**src/rtl/subtractor_seq_pkg.sv**
```systemverilog
// ---------------------------------------------------------------------------
// subtractor_seq_pkg
//   Shared definitions for the chunked sequential subtractor:
//   - FSM state encodings (kept as plain 2-bit constants so older code that
//     compares against raw encodings keeps working)
//   - chunk-count helper used to size the chunk index
// ---------------------------------------------------------------------------
package subtractor_seq_pkg;

  localparam logic [1:0] S_IDLE = 2'd0;
  localparam logic [1:0] S_RUN  = 2'd1;
  localparam logic [1:0] S_DONE = 2'd2;

  // Number of CHUNK-bit slices in a WIDTH-bit operand.
  function automatic int num_chunks(input int width, input int chunk);
    return width / chunk;
  endfunction

endpackage

```
**src/rtl/subtractor_seq_sub_chunk.sv**
```systemverilog
// ---------------------------------------------------------------------------
// sub_chunk
//   Combinational CHUNK-bit borrow-ripple subtractor:
//   {Bout, Diff} = A - B - Bin.
//   Ports:
//     A    [CHUNK-1:0]  minuend slice
//     B    [CHUNK-1:0]  subtrahend slice
//     Bin               borrow into bit 0
//     Diff [CHUNK-1:0]  difference slice
//     Bout              borrow out of the top bit
// ---------------------------------------------------------------------------
module sub_chunk #(
  parameter int CHUNK = 8
) (
  input  logic [CHUNK-1:0] A,
  input  logic [CHUNK-1:0] B,
  input  logic             Bin,
  output logic [CHUNK-1:0] Diff,
  output logic             Bout
);

  // Bit-serial borrow ripple across the slice.
  always_comb begin
    logic bw;
    bw   = Bin;
    Diff = '0;
    for (int i = 0; i < CHUNK; i++) begin
      Diff[i] = A[i] ^ B[i] ^ bw;
      // Borrow when a 0 sees a 1 below it, or equal bits pass the borrow on.
      bw = (~A[i] & B[i]) | (~(A[i] ^ B[i]) & bw);
    end
    Bout = bw;
  end

endmodule

```
**src/rtl/subtractor_seq.sv**
```systemverilog
// ---------------------------------------------------------------------------
// subtractor_seq
//   Multi-cycle chunked two's-complement subtractor:
//   Diff = A - B - Bin (mod 2^WIDTH), with unsigned borrow-out and signed
//   overflow. One CHUNK-bit slice is processed per cycle through a single
//   time-multiplexed sub_chunk and a registered borrow.
//   Ports:
//     clk, rst          clock, synchronous active-high reset
//     in_valid/in_ready operand handshake (in_ready only in IDLE)
//     A, B, Bin         minuend, subtrahend, borrow-in (captured on accept)
//     out_valid/out_ready result handshake
//     Diff, Bout, Ovf   result, unsigned borrow-out, signed overflow
// ---------------------------------------------------------------------------
module subtractor_seq
  import subtractor_seq_pkg::*;
#(
  parameter int WIDTH = 32,
  parameter int CHUNK = 8
) (
  input  logic             clk,
  input  logic             rst,
  input  logic             in_valid,
  output logic             in_ready,
  input  logic [WIDTH-1:0] A,
  input  logic [WIDTH-1:0] B,
  input  logic             Bin,
  output logic             out_valid,
  input  logic             out_ready,
  output logic [WIDTH-1:0] Diff,
  output logic             Bout,
  output logic             Ovf
);

  localparam int N     = num_chunks(WIDTH, CHUNK);
  localparam int IDX_W = (N > 1) ? $clog2(N) : 1;
  localparam logic [IDX_W-1:0] LAST_IDX = IDX_W'(N - 1);

  if ((WIDTH % CHUNK) != 0) begin : g_bad_chunk
    $error("subtractor_seq: CHUNK must divide WIDTH evenly");
  end

  logic [1:0]       state;
  logic [WIDTH-1:0] a_reg;
  logic [WIDTH-1:0] b_reg;
  logic             borrow;
  logic [IDX_W-1:0] idx;

  int               base;
  logic [CHUNK-1:0] a_chunk;
  logic [CHUNK-1:0] b_chunk;
  logic [CHUNK-1:0] d_chunk;
  logic             bout_chunk;

  assign in_ready = (state == S_IDLE);

  // Select the operand slices for the chunk currently being processed.
  always_comb begin
    base    = int'(idx) * CHUNK;
    a_chunk = a_reg[base +: CHUNK];
    b_chunk = b_reg[base +: CHUNK];
  end

  sub_chunk #(.CHUNK(CHUNK)) u_sub_chunk (
    .A    (a_chunk),
    .B    (b_chunk),
    .Bin  (borrow),
    .Diff (d_chunk),
    .Bout (bout_chunk)
  );

  // Handshake FSM, operand capture and per-chunk result accumulation.
  always_ff @(posedge clk) begin
    if (rst) begin
      state     <= S_IDLE;
      a_reg     <= '0;
      b_reg     <= '0;
      borrow    <= 1'b0;
      idx       <= '0;
      out_valid <= 1'b0;
      Diff      <= '0;
      Bout      <= 1'b0;
      Ovf       <= 1'b0;
    end else begin
      case (state)
        S_IDLE: begin
          if (in_valid) begin
            a_reg  <= A;
            b_reg  <= B;
            borrow <= Bin;
            idx    <= '0;
            state  <= S_RUN;
          end
        end
        S_RUN: begin
          Diff[base +: CHUNK] <= d_chunk;
          borrow              <= bout_chunk;
          if (idx == LAST_IDX) begin
            Bout      <= bout_chunk;
            // d_chunk's MSB is the result's sign bit on the last chunk.
            Ovf       <= (a_reg[WIDTH-1] ^ b_reg[WIDTH-1]) &
                         (d_chunk[CHUNK-1] ^ a_reg[WIDTH-1]);
            out_valid <= 1'b1;
            state     <= S_DONE;
          end else begin
            idx <= idx + IDX_W'(1);
          end
        end
        S_DONE: begin
          if (out_ready) begin
            out_valid <= 1'b0;
            state     <= S_IDLE;
          end
        end
        default: begin
          state     <= S_IDLE;
          out_valid <= 1'b0;
        end
      endcase
    end
  end

endmodule

```
**config.mk**
```make
export PLATFORM = sky130hd
export DESIGN_NAME = subtractor_seq
export DESIGN_NICKNAME = d
export VERILOG_FILES = /design/src/rtl/subtractor_seq_pkg.sv /design/src/rtl/subtractor_seq_sub_chunk.sv /design/src/rtl/subtractor_seq.sv
export SDC_FILE = /design/constraint.sdc
export NUM_CORES = 1
export LEC_CHECK = 0
export ABC_AREA = 0
export CAP_MARGIN = 10
export CELL_PAD_IN_SITES_DETAIL_PLACEMENT = 1
export CELL_PAD_IN_SITES_GLOBAL_PLACEMENT = 1
export CORE_AREA = 2 2 150 108
export CTS_CLUSTER_DIAMETER = 150
export DETAILED_ROUTE_END_ITERATION = 8
export DIE_AREA = 0 0 152 110
export PLACE_DENSITY = 0.71
export SETUP_SLACK_MARGIN = 0.05
export SYNTH_ARGS = -nofsm -noshare
export SYNTH_HDL_FRONTEND = slang
export SYNTH_SLANG_ARGS = --single-unit
export TNS_END_PERCENT = 1
```
**constraint.sdc**
```tcl
create_clock -name clk -period 4.7 [get_ports clk]
set_input_delay 1.41 -clock clk [delete_from_list [all_inputs] [get_ports clk]]
set_output_delay 1.41 -clock clk [all_outputs]
set_load 0.02 [all_outputs]
```
==> run summary, run 1 <==
Post-synth EDFFs: 0
CTS Buf Count: 9
Critical path launch point: idx[0]$_SDFFE_PP0P_
Final period util: 95.4%
Pwr per Cell Area: 352 nW/µm²
Total gr overflow: 0
Post-Syn Area: 4510 µm²
Hold WC Path Type: flip-flop to flip-flop
Placed cell area: 5640 µm²
Syn_nets: 566
CTS tree: yes
Critical path class: flip-flop to flip-flop
CTS root buf: clkbuf_16
Total wire length: 13200 µm
Max Cap Violations: 0
Final worst slack: 217 ps
Outcome: complete, no violations
Proportion of layout cells with a drive suffix above 1: 9.39%
Initial antenna violation count: 0
Gate Count Post-Synth: 483
H-Tree Depth: 3
Worst-case clock buffer depth: 2
Final setup vio count: 0
Clk Latency, worst-skew pair: 350 ps
Core area: 15300 µm²
Largest net degree at the start of global routing: 65
DRT iter0 DRCs: 165
Synth warn: 0
Die ar.: 16700 µm²
#FFs+latches synth: 104
First-pass GRT wire length: 21300 µm
Final nets: 653
Main synth FF type: dfxtp_1
Syn avg cell area: 9.33 µm²
Final hold viol count: 0
Reg2reg start: idx[0]$_SDFFE_PP0P_
Worst slew pin tran: 784 ps
Synth unique cells: 39
Initial Util: 29.5%
Post-detail-place hpwl: 10000 µm
LEAKAGE: 2.08 nW
Total track usage: 16.2%
Setup Total Neg Slack: 0 ps
Vias in the first global route: 3957
Part of the Yosys area used for sequential elements: 46.2%
Clock sink count: 104
Clock-pin slew on the worst setup and hold paths: 70 ps
Final Slew Violations: 0
Cell Chain, Critical Path: mux4_2, inv_1, fa_1, inv_1, fa_1, fa_2, fa_2, fa_2, fa_1, fa_1, inv_1, fa_2, buf_4, o32ai_1
Rel. slew slack: 47.6%
Reg2Reg Depth: 14
Total iterations of the first detailed-routing run: 4
Fmax: 0.223 GHz
Clk_skew: 7.96 ps
Startpoint types: flip-flop
Post-route cell area: 5970 µm²
# diodes: 0
Slowest stage cell, crit path: mux4_2
DRC viols: 0
Die height: 110 µm
Hold Slack: 457 ps
Crit path time final: 4480 ps
Crit Path Max Fanout: 4
Worst vdd ir: 0.177 mV
CP Capture Point: Diff[31]$_SDFFE_PP0P_
Die X: 152 µm
Setup crit end kind: flip-flop
Largest stage delay on the critical path: 500 ps
Leading cell type in the layout, fill and taps excluded: nand2_1
Most frequent cells in the layout: nand2_1, dfxtp_1, clkdlybuf4s50_1, a21oi_1, mux4_2
Port Buffers: 104
CP required: 4960 ps
Number of vias per cell: 4.86
Synth async-reset ratio: 0%
I/O pin count: 105
Area Growth Syn to Fin: 32.5%
Final ANT Viol Nets: 0
Pre-CTS setup slack: -96.4 ps
FF-to-FF End: Diff[31]$_SDFFE_PP0P_
Worst EP arrival: 4740 ps
Unrepaired setup endpoints after global routing: no
DR vias: 3768
Power, Total: 2.10 mW
Hold buffers post-CTS: 0
Worst reg2reg setup slack: 220 ps
Rows: 38
DR WL/cell: 17.0 µm
GPL Wtd Cong: 0.801
## Yosys cell counts (8+ instances only)
| cell | n | area share [%] |
|---|---|---|
| mux4_2 | 16 | 8.0 |
| buf_6 | 10 | 2.5 |
| buf_2 | 14 | 1.6 |
| nand2b_1 | 8 | 1.1 |
| a22o_1 | 12 | 2.3 |
| a21oi_1 | 84 | 9.3 |
| inv_1 | 15 | 1.2 |
| nand3_1 | 8 | 0.89 |
| fa_1 | 8 | 3.6 |
| dfxtp_1 | 104 | 46 |
| nand2_1 | 139 | 12 |
| clkbuf_1 | 9 | 0.75 |
## worst min path at each step
stage,end,depth (start not counted),from
2_1_floorplan,b_reg[0]$_SDFFE_PP0P_,2,b_reg[0]$_SDFFE_PP0P_
5_1_grt,b_reg[18]$_SDFFE_PP0P_,2,b_reg[18]$_SDFFE_PP0P_
3_5_place_dp,b_reg[1]$_SDFFE_PP0P_,2,b_reg[1]$_SDFFE_PP0P_
6_report,b_reg[14]$_SDFFE_PP0P_,2,b_reg[14]$_SDFFE_PP0P_
4_1_cts,a_reg[14]$_SDFFE_PP0P_,2,a_reg[14]$_SDFFE_PP0P_
3_3_place_gp,b_reg[14]$_SDFFE_PP0P_,2,b_reg[14]$_SDFFE_PP0P_
## power by group
group | switching (mW) | internal [mW]
clock | 0.340 | 0.433
combinational | 0.201 | 0.179
sequential | 0.0281 | 0.922
## metal layers
layer	vias to the layer above	part of all wire, %	track usage (%)
met5	-	0	0
met4	0	1.2	4.07
met3	16	5.5	4.57
met2	104	46	26.4
met1	1825	48	21.5
li1	1823	-	-
## what timing repair did
| item | in CTS | in global routing |
|---|---|---|
| endpoints found under the hold margin | 0 | 0 |
| pin swaps | 0 | 2 |
| endpoints found under the setup margin | 2 | 2 |
| setup buffers | 0 | 1 |
| gates resized for setup | 3 | 3 |
## worst max-delay path: cells and delay by family (launching register included)
kind	cells	cell delay, ps
fa+ha+maj	8	2860
compound gates	1	240
buf+inv	4	420
mux	1	500
flops	1	370
## layout make-up
| class | instances | area (µm²) |
|---|---|---|
| timing repair buffer | 113 | 1140 |
| fill | 1728 | 9290 |
| sequential | 104 | 2090 |
| inverter | 15 | 56.3 |
| multi-input combinational | 327 | 2130 |
| clock inverter | 5 | 63.8 |
| tap | 200 | 250 |
| clock buffer | 11 | 243 |
## per-stage QoR
step                      util, %  std cells
after floorplan                 -        483
after CTS                    39.0        774
after detailed placement     37.0        758
after global placement       37.0        758
after global routing         39.1        775
final                        39.1        775
## cell families after synthesis
logic type | after synthesis | synth area share (%)
buffers and inverters | 52 | 6.72
AOI/OAI and AO/OA | 108 | 14.4
DFF | 104 | 46.2
and+or+nand+nor | 188 | 19.2
adders and majority gates | 14 | 5.22
muxes | 17 | 8.22
(Power assumes the default switching activity.)
==> inputs of run 2 (changes only) <==
--- a/config.mk
+++ b/config.mk
@@ -13,6 +13,7 @@
 export CTS_CLUSTER_DIAMETER = 150
 export DETAILED_ROUTE_END_ITERATION = 8
 export DIE_AREA = 0 0 152 110
+export HOLD_SLACK_MARGIN = 0.08
 export PLACE_DENSITY = 0.71
 export SETUP_SLACK_MARGIN = 0.05
 export SYNTH_ARGS = -nofsm -noshare
==> results of run 2 <==
The final DEF is identical to that of run 1; final timing and power are the same.
